--- src/rtl/am_error_monitor_if.sv ---
// Operand stream into the error monitor: valid/ready handshake carrying one
// operand pair per transfer.
interface am_error_monitor_if #(
  parameter int W = 8
);
  logic         in_valid;
  logic         in_ready;
  logic [W-1:0] in_a;
  logic [W-1:0] in_b;

  modport master (output in_valid, output in_a, output in_b, input  in_ready);
  modport slave  (input  in_valid, input  in_a, input  in_b, output in_ready);
endinterface

--- src/rtl/am_error_monitor.sv ---
// Characterisation harness for an 8x8 approximate multiplier: registers the
// operands, compares the returned product with the exact one, accumulates stats.
module am_error_monitor #(
  parameter int W     = 8,
  parameter int CNT_W = 16,
  parameter int ACC_W = 40
) (
  input  logic               clk,
  input  logic               rst_n,
  input  logic               start,
  input  logic [CNT_W-1:0]   num_samples,
  am_error_monitor_if.slave  s_if,
  output logic [W-1:0]       mul_a,
  output logic [W-1:0]       mul_b,
  input  logic [2*W-1:0]     mul_p,
  output logic               busy,
  output logic               done,
  output logic [CNT_W-1:0]   sample_count,
  output logic [CNT_W-1:0]   err_count,
  output logic [2*W-1:0]     max_ed,
  output logic [ACC_W-1:0]   sum_ed,
  output logic [ACC_W-1:0]   bias_sum
);
  localparam logic [0:0] IDLE = 1'b0;
  localparam logic [0:0] RUN  = 1'b1;
  localparam int         PW   = 2 * W;

  logic [0:0]       state_q, state_d;
  logic [CNT_W-1:0] limit_q, limit_d, acc_cnt_q, acc_cnt_d;
  logic [W-1:0]     mul_a_q, mul_a_d, mul_b_q, mul_b_d;
  logic [1:0]       vld_pipe_q, vld_pipe_d;
  logic [PW-1:0]    p_apx_q, p_apx_d, p_ex_q, p_ex_d;
  logic             done_q, done_d;
  logic [CNT_W-1:0] sc_q, sc_d, ec_q, ec_d;
  logic [PW-1:0]    max_q, max_d;
  logic [ACC_W-1:0] sum_q, sum_d, bias_q, bias_d;

  logic             ready, accept, last;
  logic [PW-1:0]    ed;
  logic [PW:0]      delta;
  logic [ACC_W:0]   sum_wide, bias_wide;
  logic [ACC_W-1:0] sum_sat, bias_sat;

  assign ready  = (state_q == RUN) && (acc_cnt_q < limit_q);
  assign accept = s_if.in_valid & ready;
  assign last   = vld_pipe_q[1] && ((sc_q + CNT_W'(1)) == limit_q);

  assign ed    = (p_ex_q >= p_apx_q) ? (p_ex_q - p_apx_q) : (p_apx_q - p_ex_q);
  assign delta = {1'b0, p_apx_q} - {1'b0, p_ex_q};

  // One extra bit of headroom exposes the carry / signed overflow to clamp on.
  assign sum_wide  = {1'b0, sum_q} + {{(ACC_W+1-PW){1'b0}}, ed};
  assign bias_wide = {bias_q[ACC_W-1], bias_q} + {{(ACC_W-PW){delta[PW]}}, delta};

  always_comb begin
    sum_sat = sum_wide[ACC_W] ? {ACC_W{1'b1}} : sum_wide[ACC_W-1:0];
    if (bias_wide[ACC_W] != bias_wide[ACC_W-1])
      bias_sat = bias_wide[ACC_W] ? {1'b1, {(ACC_W-1){1'b0}}} : {1'b0, {(ACC_W-1){1'b1}}};
    else
      bias_sat = bias_wide[ACC_W-1:0];
  end

  always_comb begin
    state_d    = state_q;
    limit_d    = limit_q;
    acc_cnt_d  = acc_cnt_q;
    mul_a_d    = mul_a_q;
    mul_b_d    = mul_b_q;
    vld_pipe_d = {vld_pipe_q[0], accept};
    p_apx_d    = mul_p;
    p_ex_d     = PW'(mul_a_q) * PW'(mul_b_q);
    done_d     = 1'b0;
    sc_d       = sc_q;
    ec_d       = ec_q;
    max_d      = max_q;
    sum_d      = sum_q;
    bias_d     = bias_q;

    if (accept) begin
      mul_a_d   = s_if.in_a;
      mul_b_d   = s_if.in_b;
      acc_cnt_d = acc_cnt_q + CNT_W'(1);
    end

    if (vld_pipe_q[1]) begin
      sc_d = sc_q + CNT_W'(1);
      if (ed != '0) ec_d = ec_q + CNT_W'(1);
      if (ed > max_q) max_d = ed;
      sum_d  = sum_sat;
      bias_d = bias_sat;
    end

    case (state_q)
      IDLE: begin
        // done_q high means this is the completion cycle; start is dropped then.
        if (start && !done_q) begin
          sc_d   = '0;
          ec_d   = '0;
          max_d  = '0;
          sum_d  = '0;
          bias_d = '0;
          if (num_samples != '0) begin
            limit_d   = num_samples;
            acc_cnt_d = '0;
            state_d   = RUN;
          end else begin
            done_d = 1'b1;
          end
        end
      end
      default: begin
        if (last) begin
          done_d  = 1'b1;
          state_d = IDLE;
        end
      end
    endcase
  end

  always_ff @(posedge clk) begin
    if (!rst_n) begin
      state_q    <= IDLE;
      limit_q    <= '0;
      acc_cnt_q  <= '0;
      mul_a_q    <= '0;
      mul_b_q    <= '0;
      vld_pipe_q <= '0;
      p_apx_q    <= '0;
      p_ex_q     <= '0;
      done_q     <= 1'b0;
      sc_q       <= '0;
      ec_q       <= '0;
      max_q      <= '0;
      sum_q      <= '0;
      bias_q     <= '0;
    end else begin
      state_q    <= state_d;
      limit_q    <= limit_d;
      acc_cnt_q  <= acc_cnt_d;
      mul_a_q    <= mul_a_d;
      mul_b_q    <= mul_b_d;
      vld_pipe_q <= vld_pipe_d;
      p_apx_q    <= p_apx_d;
      p_ex_q     <= p_ex_d;
      done_q     <= done_d;
      sc_q       <= sc_d;
      ec_q       <= ec_d;
      max_q      <= max_d;
      sum_q      <= sum_d;
      bias_q     <= bias_d;
    end
  end

  assign s_if.in_ready = ready;
  assign mul_a         = mul_a_q;
  assign mul_b         = mul_b_q;
  assign busy          = (state_q == RUN);
  assign done          = done_q;
  assign sample_count  = sc_q;
  assign err_count     = ec_q;
  assign max_ed        = max_q;
  assign sum_ed        = sum_q;
  assign bias_sum      = bias_q;
endmodule

--- src/flat_wrapper.sv ---
// flat-port wrapper written by rule: the top's interface ports become plain ports
module am_error_monitor_flat 
#(
  parameter int W     = 8,
  parameter int CNT_W = 16,
  parameter int ACC_W = 40
)
  (clk, rst_n, start, num_samples, mul_a, mul_b, mul_p, busy, done, sample_count, err_count, max_ed, sum_ed, bias_sum, s_if_in_valid, s_if_in_a, s_if_in_b, s_if_in_ready);
  am_error_monitor_if #(.W(W)) s_if_i ();
  input  logic clk;
  input  logic rst_n;
  input  logic start;
  input  logic [CNT_W-1:0] num_samples;
  output logic [W-1:0] mul_a;
  output logic [W-1:0] mul_b;
  input  logic [2*W-1:0] mul_p;
  output logic busy;
  output logic done;
  output logic [CNT_W-1:0] sample_count;
  output logic [CNT_W-1:0] err_count;
  output logic [2*W-1:0] max_ed;
  output logic [ACC_W-1:0] sum_ed;
  output logic [ACC_W-1:0] bias_sum;
  input wire logic [$bits(s_if_i.in_valid)-1:0] s_if_in_valid;
  input wire logic [$bits(s_if_i.in_a)-1:0] s_if_in_a;
  input wire logic [$bits(s_if_i.in_b)-1:0] s_if_in_b;
  output wire logic [$bits(s_if_i.in_ready)-1:0] s_if_in_ready;
  assign s_if_i.in_valid = s_if_in_valid;
  assign s_if_i.in_a = s_if_in_a;
  assign s_if_i.in_b = s_if_in_b;
  assign s_if_in_ready = s_if_i.in_ready;
  am_error_monitor #(.W(W), .CNT_W(CNT_W), .ACC_W(ACC_W)) u_core (.clk(clk), .rst_n(rst_n), .start(start), .num_samples(num_samples), .s_if(s_if_i), .mul_a(mul_a), .mul_b(mul_b), .mul_p(mul_p), .busy(busy), .done(done), .sample_count(sample_count), .err_count(err_count), .max_ed(max_ed), .sum_ed(sum_ed), .bias_sum(bias_sum));
endmodule
--- config.mk ---
export PLATFORM = sky130hd
export DESIGN_NAME = am_error_monitor_flat
export DESIGN_NICKNAME = d
export VERILOG_FILES = /design/src/rtl/am_error_monitor_if.sv /design/src/rtl/am_error_monitor.sv /design/src/flat_wrapper.sv
export SDC_FILE = /design/constraint.sdc
export NUM_CORES = 1
export LEC_CHECK = 0
export CORE_MARGIN = 2
export CORE_UTILIZATION = 40
export CTS_BUF_LIST = sky130_fd_sc_hd__clkbuf_2
export DETAILED_ROUTE_END_ITERATION = 8
export GPL_TIMING_DRIVEN = 1
export HOLD_SLACK_MARGIN = 0.05
export MAX_ROUTING_LAYER = met4
export SKIP_CTS_REPAIR_TIMING = 1
export SYNTH_ARGS = -nofsm -noshare
export SYNTH_HDL_FRONTEND = slang
export SYNTH_SLANG_ARGS = --single-unit
export TNS_END_PERCENT = 20
--- constraint.sdc ---
create_clock -name clk -period 8.15 [get_ports clk]
set_input_delay 1.63 -clock clk [delete_from_list [all_inputs] [get_ports clk]]
set_output_delay 1.63 -clock clk [all_outputs]
set_load 0.005 [all_outputs]
==> out/qor.yml, run 1 <==
synth:
  synthesis.area_um2: 16200
  async_flop_share_pct: 0
  synth-edff-count: 0
  seq_area_frac_synth_pct: 26.2
  ys_warn_count: 0
  yosys.area.top_type: "dfxtp_1"
  ys.flop_type: "dfxtp_1"
  synth_cell_types: 82
  synth_cells: 1995
  synth_nets: 2246
  avgSynthCellArea_um2: 8.12
  ys_ff_latch: 212
  netlist_top_cells_area: "dfxtp_1 26%, ha_1 12%, a21oi_1 5.1%"
  synth_common_cells: "212 x dfxtp_1, 196 x nor2_1, 165 x a21oi_1"
  yosysMostFrequentCell: "dfxtp_1"
  synth.top_cell.area_share_pct: 26.2
floorplan:
  design.die.area_um2: 42100
  die_w_um: 205
  num_rows: 73
  initial_core_util_pct: 40.7
  coreArea_um2: 39800
  die_y_um: 205
  io_pins: 199
hold_path:
  hold_path.class: "flip-flop to flip-flop"
power_and_ir_drop:
  powerDensity_nw_per_um2: 138
  peakVddDrop_v: 0.000102
  p_leak_uw: 0.00808
global_route:
  grt_remaining_overflow: 0
  grt_max_degree: 58
  track_usage_pct: 21.9
  grt_pass1_vias: 14200
  antenna_found_initial: 4
  grt_pass1_wl_um: 72700
timing:
  slew_violations: 0
  min_period_ns: 5.93
  relSlewSlack_pct: 29.0
  tns_ns: 0
  hold_viol: 0
  post-route-period-util_pct: 72.8
  max_freq_mhz: 169
  setup_viol_count_final: 0
  rsz0062_at_grt: "no"
  tightest_slew_ns: 1.06
  fin_skew_ns: 0.110
clock_network:
  htreeDepth: 2
  cts_buffer_depth: 3
  clock-sinks: 212
  cts_tree: "built"
  numCtsBuffers: 59
  clk_pin_slew_worst_paths_ns: 0.11
  clock_insertion_delay_worst_skew_ns: 1.03
  cts-root-buf: "clkbuf_2"
routing:
  vias: 14700
  via_per_inst: 5.34
  wl_per_cell_um: 16.4
  drt_iter0_drc: 735
  ant_nets: 0
  drt_pass1_iterations: 5
  drc_errors: 0
  wirelength_um: 45300
placed_design:
  dp_cells: 2647
  place.gp.congestion: 0.887
  dpl.hpwl_um: 34500
  io_buffers: 198
cells_and_area:
  syn2layout_area_growth_pct: 18.1
  fin_cells: 2757
  drive_above_1_share_pct: 6.15
  nNetsFinal: 2434
critical_path:
  cp-start-kind: "flip-flop"
  worstPathRequired_ns: 8.99
  crit_type: "flip-flop to flip-flop"
  setup.worst_path.end_class: "flip-flop"
  crit_fanout: 24
  worstPathArrival_ns: 6.78
run_status:
  status: "completed"
job:
  max-cap-violations: 0
## sequential cells by signal, indices dropped and copies added, names as in the netlist
name,flops
u_core.p_apx_q,16
u_core.limit_q,16
u_core.p_ex_q,16
u_core.err_count,16
u_core.acc_cnt_q,16
u_core.mul_a,8
u_core.bias_sum,40
u_core.mul_b,8
u_core.sum_ed,40
u_core.busy,1
u_core.done,1
u_core.vld_pipe_q,2
u_core.sample_count,16
u_core.max_ed,16
## layout by cell type, fill, tap and decap left out, types with 22 or more instances in the layout
cell,Yosys,routed
dfxtp_1,212,211
clkdlybuf4s50_1,0,198
nor2_1,196,195
a21oi_1,165,165
ha_1,159,159
inv_1,154,154
nand2_1,122,122
o21ai_0,116,115
xnor2_1,86,86
clkbuf_2,1,85
and2_1,65,65
nand3_1,51,51
mux2i_1,50,50
a21o_1,48,48
xor2_1,46,46
fa_1,40,40
nor3_1,35,35
nand4_1,31,31
and3_1,29,29
a211oi_1,28,28
o21a_1,22,22
## report_power, final
group	switching [uW]	internal, uW	total, uW	leakage (uW)
Sequential	43.8	1070	1110	0.00172
Clock	479	284	764	0.000401
Combinational	447	328	775	0.00596
Total	971	1680	2650	0.00808
## critical path, stage by stage, from the launching register on
cell       delay [ns]
dfxtp_1          0.33
inv_1            0.05
ha_1             0.15
inv_1            0.06
fa_1             0.43
a211oi_1         0.28
o21ai_0          0.22
a2111o_1         0.41
nand2_1          0.14
nor2_1           0.08
nor3b_2          0.15
buf_4            0.34
ha_1             0.36
a21o_1           0.19
a21o_1           0.18
a21oi_1          0.22
o221ai_1         0.21
a2111oi_0        0.64
a21oi_1          0.30
a41oi_1          0.33
mux2i_2          0.21
buf_4            0.28
a31oi_1          0.19
a21oi_1          0.08
## area by class of cell
cell class / instances / area (um2)
multi-input combinational: 1544 / 11000
inverter: 155 / 582
timing repair buffer: 211 / 2080
clock inverter: 21 / 95.1
tap: 525 / 657
sequential: 212 / 4250
clock buffer: 85 / 425
fill: 4001 / 20700
antenna: 4 / 10.0
## metal layers
layer  GRT usage [%]  vias to the layer above  routed length (um)
li1                -                     7447                   -
met1            28.3                     6902               21800
met2            34.3                      308               20100
met3            3.99                       71                2170
met4            7.76                        0                1150
met5               -                        -                   0
## metrics by stage
| step | cell area (um2) | power, uW | setup WS (ns) | util (%) | hold slack [ns] |
|---|---|---|---|---|---|
| after floorplan | 16200 | 1670 | 1.80 | - | 0.412 |
| after global routing | 19100 | 2830 | 1.72 | 48.0 | 0.471 |
| after CTS | 19100 | 2690 | 2.18 | 48.0 | 0.453 |
| after global placement | 18600 | 1900 | 2.48 | 46.7 | 0.431 |
| after detailed placement | 18600 | 1900 | 2.21 | 46.7 | 0.432 |
| final | 19100 | 2650 | 2.22 | 48.0 | 0.445 |
## logic make-up (layout without fill, tap and decap cells)
family	Yosys count	after routing	synth area share, %
buffers and inverters	239	472	5.89
adder cells (fa/ha/maj)	201	201	17.3
other	0	4	0
AND/OR/NAND/NOR	635	635	19.5
multiplexers	54	54	3.38
flip-flops	212	212	26.2
AO/OA/AOI/OAI	522	522	20.5
XOR/XNOR	132	132	7.13
## path summary, 6_finish.rpt
| path | end | startpoint | cells past startpoint | slack, ns |
|---|---|---|---|---|
| setup / recovery | u_core.bias_sum[2]$_SDFF_PN0_ | u_core.p_apx_q[0]$_SDFF_PN0_ | 23 | 2.22 |
| hold / removal | u_core.vld_pipe_q[1]$_SDFF_PN0_ | u_core.vld_pipe_q[0]$_SDFF_PN0_ | 1 | 0.44 |
| setup reg to reg | u_core.bias_sum[2]$_SDFF_PN0_ | u_core.p_apx_q[0]$_SDFF_PN0_ | 23 | 2.22 |
| hold reg to reg | u_core.vld_pipe_q[1]$_SDFF_PN0_ | u_core.vld_pipe_q[0]$_SDFF_PN0_ | 1 | 0.44 |
(Power assumes the default switching activity.)
==> run 2: changes to the inputs <==
- clock period: 8.15 -> 4.8 ns (I/O delays scaled with it)
==> run 2 against run 1 <==
  * Clock skew shrank 0.045 ns
  * Largest cell class unchanged
  * Clock power grew 85%
  * Sequential power rose by 68%
  * Non-clock buffer count up 132
  * Combinational power grew 110%
  * Via count is 5.1% higher
  * Sequential share of layout area down 1.7 points
  * Register-to-register slack got worse by 2.1 ns
==> out/qor.yml, run 2 (synthesized netlist as in run 1, its figures left out) <==
run_status:
  status: "completed"
placed_design:
  place.gp.congestion: 0.885
  io_buffers: 198
  pre_cts_ws_ns: -0.206
  dpl.hpwl_um: 36700
cells_and_area:
  drive_above_1_share_pct: 15.6
  final_cell_mix: "202 x dfxtp_1, 198 x clkdlybuf4s50_1, 194 x nor2_1"
  syn2layout_area_growth_pct: 27.9
  utilization_pct: 52.1
  nNetsFinal: 2577
  layout_commonest_cell: "dfxtp_1"
floorplan:
  die_y_um: 205
  die_w_um: 205
  io_pins: 199
  coreArea_um2: 39800
  initial_core_util_pct: 40.7
  num_rows: 73
  design.die.area_um2: 42100
routing:
  vias: 15500
  ant_nets: 0
  via_per_inst: 5.35
  drt_iter0_drc: 765
  wl_per_cell_um: 16.7
  drc_errors: 0
  drt_pass1_iterations: 5
  wirelength_um: 48200
timing:
  rsz0062_at_grt: "yes"
  relSlewSlack_pct: 26.7
  tightest_slew_ns: 1.09
  min_period_ns: 4.64
  hold_viol: 0
  max_freq_mhz: 216
  slew_violations: 0
  post-route-period-util_pct: 96.6
  layout_setup_ws_ns: 0.163
  setup_viol_count_final: 0
  fin_skew_ns: 0.0648
critical_path:
  crit_type: "flip-flop to flip-flop"
  cp-start-kind: "flip-flop"
  worstPathRequired_ns: 5.60
  crit_family: "compound AO/OA/AOI/OAI gates"
  slowest_delay_ns: 0.38
  crit_path_top_delay_cell: "dfxtp_2"
  worstSetupStartpoint: "u_core.p_ex_q[0]$_SDFF_PN0_"
  worst-path-buf-inv: 4
  worstPathArrival_ns: 5.43
  crit_fanout: 11
  cp_cell_sequence: "ha_4 -> inv_2 -> fa_2 -> a211oi_2 -> o21ai_2 -> a2111o_1 -> nand2_2 -> nor2_4 -> nor3b_4 -> buf_12 -> ha_1 -> buf_4 -> nand4_1 -> nor2_1 -> a2bb2oi_2 -> a31oi_2 -> o21a_1 -> nor3_4 -> buf_6 -> a31oi_4 -> or2_4 -> a21oi_1 -> nor2_1"
  crit_top_cell: "nor2_1"
  setup.worst_path.end_class: "flip-flop"
  r2r_start: "u_core.p_ex_q[0]$_SDFF_PN0_"
power_and_ir_drop:
  peakVddDrop_v: 0.000135
  p_leak_uw: 0.00881
  powerDensity_nw_per_um2: 236
clock_network:
  cts_buffer_depth: 3
  clk_pin_slew_worst_paths_ns: 0.12
  cts_tree: "built"
  numCtsBuffers: 67
  clock_insertion_delay_worst_skew_ns: 0.92
  cts-root-buf: "clkbuf_2"
  clock-sinks: 212
  htreeDepth: 3
global_route:
  track_usage_pct: 22.7
  antenna_found_initial: 3
  grt_pass1_wl_um: 74900
  grt_pass1_vias: 14700
  grt_remaining_overflow: 0
  grt_max_degree: 65
job:
  max-cap-violations: 0
hold_path:
  hold_path.class: "flip-flop to flip-flop"
  worstHoldStart: "u_core.vld_pipe_q[0]$_SDFF_PN0_"
-- run 2: changes by cell type in the layout (fill, tap and decap cells not counted), sizes merged --
cell    delta
buf      +132
or2        +2
inv        +2
diode      -1
clkbuf     +8
o31ai      +1
clkinv    -10
bufinv     +1
-- run 2: path summary, 6_finish.rpt --
| check | end | depth (start not counted) | slack (ns) |
|---|---|---|---|
| max | u_core.bias_sum[7]$_SDFF_PN0_ | 23 | 0.16 |
| min | u_core.vld_pipe_q[1]$_SDFF_PN0_ | 1 | 0.43 |
| max reg2reg | u_core.bias_sum[7]$_SDFF_PN0_ | 23 | 0.16 |
| min reg2reg | u_core.vld_pipe_q[1]$_SDFF_PN0_ | 1 | 0.43 |
-- run 2: through the flow --
stage | std cells | total power (uW) | area, um2 | setup TNS (ns) | hold slack [ns]
finish | 2892 | 4900 | 20700 | 0 | 0.425
detailed placement | 2766 | 3440 | 19700 | -7.50 | 0.420
CTS | 2873 | 4890 | 20200 | -10.29 | 0.431
global route | 2892 | 5210 | 20700 | -2.40 | 0.429
global placement | 2766 | 3420 | 19700 | -5.51 | 0.421
floorplan | 1995 | 2850 | 16400 | -0.262 | 0.412
-- run 2: layout make-up --
| cell class | instances | area, um2 |
|---|---|---|
| clock buffers | 93 | 465 |
| clock inverters | 14 | 87.6 |
| diodes | 3 | 7.51 |
| flip-flops and latches | 212 | 4260 |
| repair buffers | 343 | 3140 |
| well taps | 525 | 657 |
| fillers | 3920 | 19100 |
| inverters | 155 | 582 |
| multi-input cells | 1547 | 11500 |
-- run 2: report_power, final --
part | internal (uW) | switching (uW)
Combinational | 742 | 873
Clock | 568 | 840
Sequential | 1810 | 61.6
Total | 3120 | 1770
-- run 2: per-layer routing --
metal	wire length, um	part of all wire (%)	GRT usage (%)
met2	22500	47	36.4
met5	0	0	-
met3	2390	5.0	4.02
met1	22400	46	29.1
met4	940	2.0	7.30
==> run 3: changes to the inputs <==
- CTS_CLUSTER_DIAMETER: not set -> 40
- PLACE_DENSITY: not set -> 0.7
==> run 3 against run 2 <==
  * Register-to-register slack got worse by 0.12 ns
  * Sequential share of layout area barely moved
  * First-iteration DRC count grew 16%
  * Clock skew is 0.040 ns higher
  * Final cell count down 0.52%
  * Critical endpoint is now u_core.bias_sum[19]$_SDFF_PN0_
==> out/qor.yml, run 3 (synthesized netlist as in run 1, its figures left out) <==
global_route:
  grt_max_degree: 65
  antenna_found_initial: 4
  grt_remaining_overflow: 0
  grt_pass1_wl_um: 74800
  track_usage_pct: 22.4
  grt_pass1_vias: 15000
cells_and_area:
  regArea_um2: 4260
  layout_commonest_cell: "dfxtp_1"
  syn2layout_area_growth_pct: 28.2
  nNetsFinal: 2549
  multiInputGateArea_um2: 11600
  fillers: 3731
  drive_above_1_share_pct: 15.4
  final_area_um2: 20800
  final_cell_mix: "200 x dfxtp_1, 198 x clkdlybuf4s50_1, 192 x nor2_1"
routing:
  wl_per_cell_um: 16.8
  drc_errors: 0
  via_per_inst: 5.42
  drt_pass1_iterations: 5
  drt_iter0_drc: 884
  ant_nets: 0
  vias: 15600
  wirelength_um: 48300
floorplan:
  design.die.area_um2: 42100
  coreArea_um2: 39800
  num_rows: 73
  io_pins: 199
  initial_core_util_pct: 40.7
  die_y_um: 205
  die_w_um: 205
timing:
  relSlewSlack_pct: 25.6
  fin_skew_ns: 0.104
  min_period_ns: 4.76
  hold_viol: 0
  post-route-period-util_pct: 99.2
  slew_violations: 0
  max_freq_mhz: 210
  setup_viol_count_final: 0
  rsz0062_at_grt: "yes"
  tightest_slew_ns: 1.11
  layout_setup_ws_ns: 0.0400
clock_network:
  cts-root-buf: "clkbuf_2"
  clock_insertion_delay_worst_skew_ns: 1.08
  cts_buffer_depth: 3
  htreeDepth: 2
  numCtsBuffers: 61
  clk_pin_slew_worst_paths_ns: 0.10
  clock-sinks: 212
  cts_tree: "built"
critical_path:
  setup.worst_path.end_class: "flip-flop"
  worstPathRequired_ns: 5.73
  r2r_setup_slack_ns: 0.04
  cp-start-kind: "flip-flop"
  crit_type: "flip-flop to flip-flop"
  worstPathArrival_ns: 5.69
  crit_fanout: 10
power_and_ir_drop:
  peakVddDrop_v: 0.000168
  power.total_uw: 4980
  powerDensity_nw_per_um2: 240
  p_leak_uw: 0.00876
hold_path:
  hold_path.class: "flip-flop to flip-flop"
placed_design:
  pre_cts_ws_ns: -0.188
  dpl.hpwl_um: 36400
  place.gp.congestion: 0.929
  place_area_um2: 19400
  io_buffers: 198
run_status:
  status: "completed"
job:
  max-cap-violations: 0
-- run 3: path summary, 6_finish.rpt --
path,end,from,depth (start not counted)
worst min-delay path,u_core.vld_pipe_q[1]$_SDFF_PN0_,u_core.vld_pipe_q[0]$_SDFF_PN0_,1
worst max-delay path,u_core.bias_sum[19]$_SDFF_PN0_,u_core.p_apx_q[0]$_SDFF_PN0_,25
worst min register to register,u_core.vld_pipe_q[1]$_SDFF_PN0_,u_core.vld_pipe_q[0]$_SDFF_PN0_,1
worst max register to register,u_core.bias_sum[19]$_SDFF_PN0_,u_core.p_apx_q[0]$_SDFF_PN0_,25
-- run 3: layout make-up --
type / instances / area share (%)
sequential: 212 / 20.5
multi-input combinational: 1547 / 56.0
inverter: 155 / 2.80
clock inverter: 25 / 0.879
tap: 525 / 3.16
timing repair buffer: 321 / 14.5
clock buffer: 88 / 2.12
antenna: 4 / 0.0482
-- run 3: per-layer routing --
| layer | GRT usage, % | routed length, um | up-vias | part of all wire [%] |
|---|---|---|---|---|
| li1 | - | - | 7686 | - |
| met1 | 27.6 | 21400 | 7355 | 44 |
| met2 | 37.2 | 22800 | 457 | 47 |
| met3 | 3.56 | 2790 | 102 | 5.8 |
| met4 | 7.76 | 1340 | 0 | 2.8 |
| met5 | - | 0 | - | 0 |
-- run 3: report_power, final --
part | leakage, uW | total, uW | switching, uW | internal, uW
Combinational | 0.00657 | 1600 | 873 | 726
Clock | 0.000464 | 1500 | 841 | 664
Sequential | 0.00172 | 1880 | 64.5 | 1810
Total | 0.00876 | 4980 | 1780 | 3200
-- run 3: critical path: stages (launching register included) --
cell and delay (ns):
dfxtp_2 0.34, inv_2 0.06, ha_4 0.12, inv_2 0.04, fa_2 0.41, a211oi_4 0.31
o21ai_2 0.09, a2111o_1 0.38, nand2_2 0.13, nor2_4 0.06, nor3b_4 0.21, buf_12 0.18
ha_1 0.26, a21o_1 0.17, a21o_1 0.21, a21oi_4 0.15, o221ai_2 0.15, a2111oi_4 0.34
a21oi_2 0.12, a41oi_2 0.25, mux2i_4 0.11, buf_12 0.17, buf_6 0.12, clkbuf_16 0.16
a21oi_2 0.11, nor2_1 0.05
-- run 3: through the flow --
step	hold slack, ns	cells	util (%)	setup TNS (ns)
6_report	0.445	2877	52.2	0
5_1_grt	0.473	2877	52.2	-5.37
4_1_cts	0.418	2850	50.3	-11.10
3_3_place_gp	0.415	2737	48.8	-1.58
2_1_floorplan	0.412	1995	-	-0.262
3_5_place_dp	0.428	2737	48.8	-7.07
